==> src/rtl/flag_pattern_top.sv <==
// ============================================================================
//  Module   : flag_pattern_top
//  Purpose  : 10-output pattern generator for an indicator bank. A 2-bit
//             mode input selects off / running light / alternating blink /
//             ping-pong dot. Patterns advance on a prescaled step tick.
//  Revision : 1.0  initial release
// ----------------------------------------------------------------------------
//  Parameters
//    DIV    clock cycles per pattern step (1..65535)
//  Ports
//    clk    in   1   system clock, rising edge
//    rst_n  in   1   asynchronous active-low reset
//    flag   in   2   mode select: 0 off, 1 running, 2 blink, 3 ping-pong
//    out    out  10  registered pattern outputs, out[i] drives indicator i
//  Build option
//    FLAG_SYNC_EN  when defined, flag passes through a 2-flop synchronizer
//                  (reset to 0) before the mode compare; the new start
//                  pattern then appears 3 cycles after a flag change.
// ============================================================================
`default_nettype none

module flag_pattern_top #(
    parameter int DIV = 4
) (
    input  logic       clk,
    input  logic       rst_n,
    input  logic [1:0] flag,
    output logic [9:0] out
);

    typedef enum logic [1:0] {
        MODE_OFF   = 2'd0,
        MODE_RUN   = 2'd1,
        MODE_BLINK = 2'd2,
        MODE_PING  = 2'd3
    } mode_t;

    localparam logic [15:0] C_DIV_LAST   = 16'(DIV - 1);
    localparam logic [9:0]  C_PAT_OFF    = 10'h000;
    localparam logic [9:0]  C_PAT_RUN    = 10'h001;
    localparam logic [9:0]  C_PAT_BLINK  = 10'h155;
    localparam logic [3:0]  C_POS_LAST   = 4'd9;

    // Mode value used for the compare, optionally synchronized
    logic [1:0] flag_s;

`ifdef FLAG_SYNC_EN
    logic [1:0] sync_1;
    logic [1:0] sync_2;

    always_ff @(posedge clk or negedge rst_n) begin
        if (!rst_n) begin
            sync_1 <= 2'd0;
            sync_2 <= 2'd0;
        end else begin
            sync_1 <= flag;
            sync_2 <= sync_1;
        end
    end

    assign flag_s = sync_2;
`else
    assign flag_s = flag;
`endif

    // ------------------------------------------------------------------
    // State registers
    // ------------------------------------------------------------------
    mode_t       mode_q,  mode_d;
    logic [15:0] presc_q, presc_d;
    logic [3:0]  pos_q,   pos_d;
    logic        down_q,  down_d;   // 0 = moving up, 1 = moving down
    logic [9:0]  out_q,   out_d;

    always_ff @(posedge clk or negedge rst_n) begin
        if (!rst_n) begin
            mode_q  <= MODE_OFF;
            presc_q <= 16'd0;
            pos_q   <= 4'd0;
            down_q  <= 1'b0;
            out_q   <= C_PAT_OFF;
        end else begin
            mode_q  <= mode_d;
            presc_q <= presc_d;
            pos_q   <= pos_d;
            down_q  <= down_d;
            out_q   <= out_d;
        end
    end

    // ------------------------------------------------------------------
    // Next-state logic
    // ------------------------------------------------------------------
    logic mode_change;
    logic tick;

    always_comb begin
        mode_change = (mode_t'(flag_s) != mode_q);
        tick        = (presc_q == C_DIV_LAST);

        mode_d  = mode_q;
        presc_d = presc_q;
        pos_d   = pos_q;
        down_d  = down_q;
        out_d   = out_q;

        if (mode_change) begin
            // A mode change always wins over a coincident step tick
            mode_d  = mode_t'(flag_s);
            presc_d = 16'd0;
            pos_d   = 4'd0;
            down_d  = 1'b0;
            case (mode_t'(flag_s))
                MODE_OFF:   out_d = C_PAT_OFF;
                MODE_RUN:   out_d = C_PAT_RUN;
                MODE_BLINK: out_d = C_PAT_BLINK;
                MODE_PING:  out_d = C_PAT_RUN;
                default:    out_d = C_PAT_OFF;
            endcase
        end else if (mode_q == MODE_OFF) begin
            presc_d = 16'd0;
            out_d   = C_PAT_OFF;
        end else begin
            presc_d = tick ? 16'd0 : presc_q + 16'd1;
            if (tick) begin
                case (mode_q)
                    MODE_RUN:   out_d = {out_q[8:0], out_q[9]};
                    MODE_BLINK: out_d = ~out_q;
                    MODE_PING: begin
                        // Direction flips on reaching an end so the end
                        // position is shown for exactly one step.
                        if (!down_q) begin
                            if (pos_q == C_POS_LAST) begin
                                pos_d  = pos_q - 4'd1;
                                down_d = 1'b1;
                            end else begin
                                pos_d  = pos_q + 4'd1;
                            end
                        end else begin
                            if (pos_q == 4'd0) begin
                                pos_d  = 4'd1;
                                down_d = 1'b0;
                            end else begin
                                pos_d  = pos_q - 4'd1;
                            end
                        end
                        out_d = 10'd1 << pos_d;
                    end
                    default:    out_d = C_PAT_OFF;
                endcase
            end
        end
    end

    assign out = out_q;

endmodule

`default_nettype wire

==> config.mk <==
export PLATFORM = sky130hd
export DESIGN_NAME = flag_pattern_top
export DESIGN_NICKNAME = d
export VERILOG_FILES = /design/src/rtl/flag_pattern_top.sv
export SDC_FILE = /design/constraint.sdc
export NUM_CORES = 1
export LEC_CHECK = 0
export BUFFER_PORTS_ARGS = -buffer_cell sky130_fd_sc_hd__buf_2
export CORE_MARGIN = 2
export CORE_UTILIZATION = 50
export CTS_CLUSTER_SIZE = 24
export DETAILED_ROUTE_END_ITERATION = 8
export GPL_TIMING_DRIVEN = 0
export PLACE_DENSITY = 0.68
export SYNTH_ARGS = -nofsm -noshare
export SYNTH_HDL_FRONTEND = slang
export SYNTH_SLANG_ARGS = --single-unit
==> constraint.sdc <==
create_clock -name clk -period 2.6 [get_ports clk]
set_input_delay 0.13 -clock clk [delete_from_list [all_inputs] [get_ports clk]]
set_output_delay 0.13 -clock clk [all_outputs]
set_load 0.05 [all_outputs]
* Word-level counts from Yosys, hierarchy flattened *
Cells that the tools add are included.

storage, ports and cells
  flip-flop bits (word level) = 33
  bits of input ports = 4
  output and inout bits = 10
  word-level logic and storage cells = 54

operators by class
  add/subtract/negate cells = 3
  equality and inequality tests = 10
  shifts and indexed selects = 1
  multiplexer cells = 26
  bitwise logic cells = 1
  reductions and logical operators = 8

operators by type and width
  cell                   number
  $pmux 10 s3            2
  $mux 16                3
  $mux 4                 11
  $mux 10                3
  $add 16x1->16 const B  1
  $eq 16x2->1 const B    1
  $not 10->10            1
  $shl 1x4->10 const A   1
  $eq 2x2->1 const B     4
  $mux 1                 7
  $add 4x1->4 const B    1
  $eq 2x1->1 const B     2
  $eq 4x4->1 const B     1
  $logic_not 2->1        2
  $logic_not 4->1        1
  $reduce_bool 2->1      2
  $sub 4x1->4 const B    1
  $reduce_and 3->1       1
  $reduce_bool 3->1      1
  $ne 2x2->1             1
  $ne 2x2->1 const B     1
  $reduce_or 2->1        1

* Depth between registers and ports, before layout *
Gate-level depths: netlist of run 1.

  depth in word-level cells = 12
  mapped depth = 8
  gate-level depth less buffers = 7

* Worst setup path before layout of run 1 *
OpenSTA, ideal clock, no wires.

  kind = reg2reg
  from = register pos_q[1]
  to = register out_q[4], in the netlist out[4]
  library setup time = 0.076 ns
  arrival time = 2.003 ns
  data required time = 2.524 ns
  setup slack = 0.520 ns
  stages on the path, launching flop included = 8
  buffers on the path = 0
  clock period less this slack = 2.080 ns
  cell sequence = dfrtp_1 -> inv_1 -> ha_1 -> or3b_4 -> a21oi_2 -> o22ai_2 -> or4b_4 -> o21ai_1

on the way
  longest elaborated chain between the ends = 12
  elaborated cells between the ends (all ways) = 16
  those cells by class = 2 x add/sub; 1 x eq/ne; 1 x shift; 11 x mux; 1 x reduce/logical

ends and longest elaborated chain
  what                                 line      source
  start, declared                      71        logic [3:0] pos_q, pos_d;
  start signal, assigned               85        pos_q <= pos_d;
  $add 4x1->4 (tied with other cells)  137       pos_d = pos_q + 4'd1;
  $mux 4, on equally long branches     133, 140
  $mux 4 *                             132       if (!down_q) begin
  $mux 4 *                             126       case (mode_q)
  $mux 4 *                             125       if (tick) begin
  $mux 4 *                             120       end else if (mode_q == MODE_OFF) begin
  $mux 4 *                             107       if (mode_change) begin
  $shl 1x4->10 *                       147       out_d = 10'd1 << pos_d;
  $pmux 10 s3 *                        126
  $mux 10 *                            125
  $mux 10 *                            120
  $mux 10 *                            107
  end signal, assigned                 87        out_q <= out_d;
  end, declared                        73        logic [9:0] out_q, out_d;

Every way passes the cells marked *; elsewhere a longest branch is shown, timed or not. The select of a mux whose other input is x is not followed.
A chain may end at the register's enable or synchronous reset.

* Final worst setup path of run 1 *
Same ends and word-level chain as after synthesis.

==> results by group, run 1 <==
Run
  – Max-cap viol count: 0

Clocking
  – Hold-fix buffers at CTS: 1
  – Maximum root-to-sink buffer count: 2
  – # resized after CTS: 0
  – Reg clk slew, reported paths: 70 ps
  – Sink Count: 33
  – Clock Latency Late Sink: 280 ps
  – CTS tree: built
  – Setup bufs post-CTS: 0
  – CTS root buffer: clkbuf_8
  – TritonCTS buffer count: 5
  – CTS H-tree lvls: 2

Synthesis
  – Seq cells post-synth: 33
  – Post-synth EDFFs: 0
  – Mean post-synth cell area: 8.88 um^2
  – Library cells used by synthesis: 54
  – Top cells by count, synth: dfrtp_1 (33), nand2_1 (27), nor2_1 (25)
  – Post-synthesis async set-or-reset flop share: 100%
  – Yosys top cell area share: 39.1%
  – Syn nets: 247
  – Top-count cell post-synth: dfrtp_1
  – Sequential-to-total area share from yosys stat: 39.1%
  – Cell taking the most area after synthesis: dfrtp_1
  – Top FF cell, synth: dfrtp_1
  – Yosys Warn Count: 0
  – Synth top area cells: dfrtp_1 (39%), nand2_1 (4.8%), xor2_1 (4.6%)
  – Mapped cell area: 0.00211 mm^2
  – Gate count of the mapped netlist: 238

Global routing
  – Largest net degree at the start of global routing: 34
  – Global route overflow: 0
  – Number of global-route vias before repair: 1614
  – Initial antenna violation count: 0
  – First-pass GRT wire length: 7850 um
  – GRT Util Overall: 20.3%

Timing
  – Measured slew at the worst slew-check pin: 713 ps
  – Final hold vios: 0
  – Max Freq: 441 MHz
  – Hold slack: 103 ps
  – Slew margin rel.: 52.5%
  – Final setup TNS: 0 ps
  – Post-layout min period: 2270 ps
  – Final Max Slew Viols: 0
  – Clock Skew: 2.85 ps
  – RSZ-0062 raised after global routing: false
  – Setup Viol. Count Final: 0
  – Fin crit share: 87.3%

Setup path
  – CP required: 2810 ps
  – Worst setup EP type: flop
  – CP startpoint kind: flop
  – Crit path kind: reg2reg
  – Critical path arrival: 2480 ps
  – Critical path peak fanout: 6

Floorplanning
  – Vert. Die Dim: 69.0 um
  – Die area: 0.00477 mm^2
  – Num rows: 23
  – IO Pins: 14
  – Initial Util: 52.5%
  – Die X: 69.0 um
  – Area of the core: 0.00403 mm^2

Route
  – Post-DRT Antenna Nets: 0
  – Detailed Route WL: 4460 um
  – Drt drc: 0
  – Wirelength per Cell: 14.5 um
  – 1st-pass router iterations: 4
  – Vias per inst: 5.78
  – Routed vias: 1781
  – 1st-iter DRT viols: 109

Power and ir drop
  – Maximum VDD drop: 284 uV
  – Total power: 1.03 mW
  – Cell Pwr Density: 441 mW/mm^2
  – P_leak: 0.951 nW

Final layout
  – Final core occ: 57.8%
  – Multi-input gate area: 0.00117 mm^2
  – Register area: 826 um^2
  – # diodes: 0
  – FILL cells: 384
  – Nets: 266
  – Cell area after layout: 0.00233 mm^2
  – Layout area overhead: 10.1%
  – Layout cells sized above 1: 15.5%

Status
  – Status: complete, no violations

Place
  – # port buffers: 11
  – DP Area: 0.00223 mm^2
  – DPL Wire Length: 3190 um
  – GPL Wtd Cong: 0.842

Min path
  – Hold WC Path Type: in2reg
-- cell type report --
cell class | count | area share (%)
multi-input combinational | 184 | 50.5
sequential | 33 | 35.5
buffer | 14 | 3.76
clock buffer | 5 | 2.96
timing repair buffer | 12 | 2.79
tap | 50 | 2.69
inverter | 7 | 1.13
clock inverter | 3 | 0.752
-- flip-flops by register name, summed over array words and instances, names as in the netlist --
register	flops
presc_q	16
out	10
pos_q	4
mode_q	2
down_q	1
-- cell usage in the layout (no fill, tap or decap), types with 6 or more instances in the layout --
cell type,netlist,layout
and2_1,7,7
dfrtp_1,33,33
clkbuf_1,7,7
a22oi_1,6,6
o21ai_1,8,8
xor2_1,11,11
nand4_1,7,7
inv_1,7,7
buf_2,1,12
a21oi_1,6,6
nor2_1,25,25
o21ai_0,16,16
nand2_1,27,27
-- cells by family after synthesis --
kind of cell               after synthesis  synth area share [%]
buffers and inverters                   21                  5.38
xor gates and xnor gates                16                  6.63
adders and majority gates                5                  2.96
muxes                                    2                  1.01
DFF                                     33                  39.1
and+or+nand+nor                        100                  26.1
AOI/OAI and AO/OA                       61                  18.9
-- final timing paths --
check / startpoint / cells after the start / slack, ps / end
hold / removal: flag[1] / 2 / 100 / mode_q[1]
setup / recovery: pos_q[1] / 7 / 330 / out[4]
min in group asynchronous: rst_n / 2 / 430 / presc_q[4]
hold reg to reg: presc_q[0] / 1 / 470 / presc_q[0]
max in group asynchronous: rst_n / 2 / 1710 / mode_q[0]
setup reg to reg: pos_q[1] / 7 / 330 / out[4]
-- critical path, stage by stage (launching register included) --
cell and delay, ps:
dfrtp_1 430, inv_1 140, ha_1 210, or3b_4 390, a21oi_2 150, o22ai_2 150
or4b_4 570, o21ai_1 150
-- report_power, final --
| group | leakage [nW] | internal, mW | switching [mW] |
|---|---|---|---|
| Clock | 0.0439 | 0.185 | 0.195 |
| Sequential | 0.450 | 0.524 | 0.0102 |
| Combinational | 0.457 | 0.0315 | 0.0819 |
| Total | 0.951 | 0.740 | 0.287 |
-- layer usage --
| metal | track usage (%) | routed length, um | up-vias |
|---|---|---|---|
| li1 | - | - | 889 |
| met1 | 31.3 | 2360 | 859 |
| met2 | 27.5 | 1900 | 31 |
| met3 | 4.53 | 154 | 2 |
| met4 | 7.19 | 35 | 0 |
| met5 | 0 | 0 | - |
-- through the flow --
stage	setup WS, ps	cells
2_1_floorplan	520	238
3_3_place_gp	364	299
3_5_place_dp	345	299
4_1_cts	326	308
5_1_grt	196	308
6_report	331	308
Power figures use the tool's default switching activity.
==> inputs of run 2 (changes only) <==
- PLACE_DENSITY: 0.68 -> 0.7
- clock period: 2.6 -> 1.85 ns (I/O delays scaled with it)
==> results by group, run 2 (same netlist as run 1, synthesis figures left out) <==
Status
  – Status: finished with violations
  – Failing checks: setup timing

Power and ir drop
  – Comb pwr share: 10.6%
  – Sw frac: 25.6%
  – Internal power: 1.23 mW
  – NetSw: 0.422 mW
  – Maximum VDD drop: 518 uV
  – Sequential power share: 45.6%
  – P_leak: 1.13 nW
  – Cell Pwr Density: 597 mW/mm^2
  – Clock power frac: 43.8%
  – Total power: 1.65 mW

Final layout
  – Multi-input gate area: 0.00140 mm^2
  – Most flop-heavy register: presc_q
  – Register area: 832 um^2
  – Commonest non-fill, non-tap cell in the layout: dfrtp_1
  – # diodes: 0
  – Layout area overhead: 30.5%
  – Largest register FFs: 16
  – Cell area after layout: 0.00276 mm^2
  – Nets: 287
  – Layout cells sized above 1: 33.7%
  – Commonest cells after routing, fill and taps aside: dfrtp_1 (28), nand2_1 (26), buf_4 (23), nor2_1 (23), o21ai_0 (16)
  – FILL cells: 310

Timing
  – Slew margin rel.: 50.1%
  – Post-layout min period: 2080 ps
  – Setup Viol. Count Final: 9
  – Measured slew at the worst slew-check pin: 749 ps
  – Worst setup margin: -233 ps
  – RSZ-0062 raised after global routing: true
  – Max Freq: 480 MHz
  – Clock Skew: 4.94 ps
  – Fin crit share: 113%
  – Final Max Slew Viols: 0
  – Final hold vios: 0
  – Hold slack: 62.1 ps

Route
  – Top Layer Used: met4
  – Routed vias: 1908
  – Detailed Route WL: 5200 um
  – Metal2 WL: 2580 um
  – Drt drc: 0
  – Vias per inst: 5.80
  – 1st-pass router iterations: 4
  – M1 wire length: 2350 um
  – Post-DRT Antenna Nets: 0
  – Met3 WL: 210 um
  – Wirelength per Cell: 15.8 um
  – 1st-iter DRT viols: 111

Place
  – # port buffers: 11
  – DP Area: 0.00226 mm^2
  – GPL Wtd Cong: 0.824
  – DPL Wire Length: 3300 um

Clocking
  – CTS tree: built
  – Clock Latency Late Sink: 290 ps
  – CTS root buffer: clkbuf_8
  – Maximum root-to-sink buffer count: 2
  – CTS H-tree lvls: 2
  – Reg clk slew, reported paths: 70 ps
  – Sink Count: 33
  – TritonCTS buffer count: 5

Global routing
  – GRT Util Overall: 22.7%
  – Initial antenna violation count: 0
  – First-pass GRT wire length: 8800 um
  – Global route overflow: 0
  – Largest net degree at the start of global routing: 34
  – Number of global-route vias before repair: 1882

Floorplanning
  – Num rows: 23
  – Die X: 69.0 um
  – IO Pins: 14
  – Area of the core: 0.00403 mm^2
  – Vert. Die Dim: 69.0 um
  – Die area: 0.00477 mm^2
  – Initial Util: 52.5%

Setup path
  – Reg2reg setup slack: -230 ps
  – Critical path arrival: 2300 ps
  – Crit path kind: reg2reg
  – Critical path peak fanout: 4
  – CP startpoint kind: flop
  – CP required: 2070 ps
  – Worst setup EP type: flop

Run
  – Max-cap viol count: 0

Min path
  – Hold WC Path Type: in2reg
==> run 2: cell types whose count changed in the layout (fill, tap and decap cells not counted), sizes merged <==
cell,before,now
clkinv,2,0
buf,18,39
clkbuf,12,14
clkinvlp,1,0
bufinv,0,1
==> run 2: per-layer routing <==
metal | global-route usage, % | vias to the layer above
met1 | 29.2 | 928
li1 | - | 929
met4 | 8.06 | 0
met5 | 0 | -
met2 | 38.5 | 46
met3 | 3.95 | 5
==> run 2: critical path: stages, from the launching register on <==
cell and delay (ps):
dfrtp_2 450, inv_4 90, ha_4 130, or3b_4 390
a21oi_4 150, o22ai_4 100, or4_4 560, o21ai_1 150
==> run 2: power groups by stage <==
stage / clock, mW / sequential (mW) / combinational, mW
4_1_cts: 0.730 / 0.751 / 0.170
2_1_floorplan: 0 / 0.799 / 0.0757
5_1_grt: 0.763 / 0.754 / 0.192
3_3_place_gp: 0 / 0.764 / 0.159
3_5_place_dp: 0 / 0.765 / 0.161
6_report: 0.722 / 0.752 / 0.175
==> run 2: per-stage QoR <==
stage | setup TNS, ps | setup WS (ps) | util [%] | instances
after floorplan | -417 | -92.8 | - | 238
after global placement | -3250 | -271 | 56.0 | 299
after detailed placement | -3720 | -274 | 56.0 | 299
after CTS | -1230 | -182 | 64.9 | 321
after global routing | -2200 | -309 | 68.5 | 329
final | -1580 | -233 | 68.5 | 329
==> run 2: path summary, 6_finish.rpt <==
path / start / end / cells after the start
hold reg to reg: presc_q[0] / presc_q[0] / 1
max in group asynchronous: rst_n / presc_q[4] / 2
hold / removal: flag[1] / mode_q[1] / 2
setup reg to reg: pos_q[1] / out[1] / 7
min in group asynchronous: rst_n / down_q / 2
setup / recovery: pos_q[1] / out[1] / 7
==> run 2: cell type report <==
type | instances | area share (%)
Multi-Input combinational cell | 184 | 50.7
Sequential cell | 33 | 30.1
Timing Repair Buffer | 33 | 8.20
Buffer | 14 | 3.22
Clock buffer | 7 | 3.13
Tap cell | 50 | 2.27
Inverter | 7 | 1.22
Clock inverter | 1 | 1.09
==> run 2: repair_timing <==
| action | CTS | global route |
|---|---|---|
| buffers inserted | 13 | 9 |
| gates resized for setup | 27 | 18 |
| hold buffers | 1 | 0 |
| pin swaps | 11 | 10 |
| endpoints found under the setup margin | 25 | 23 |
| hold endpoints to repair | 33 | 0 |
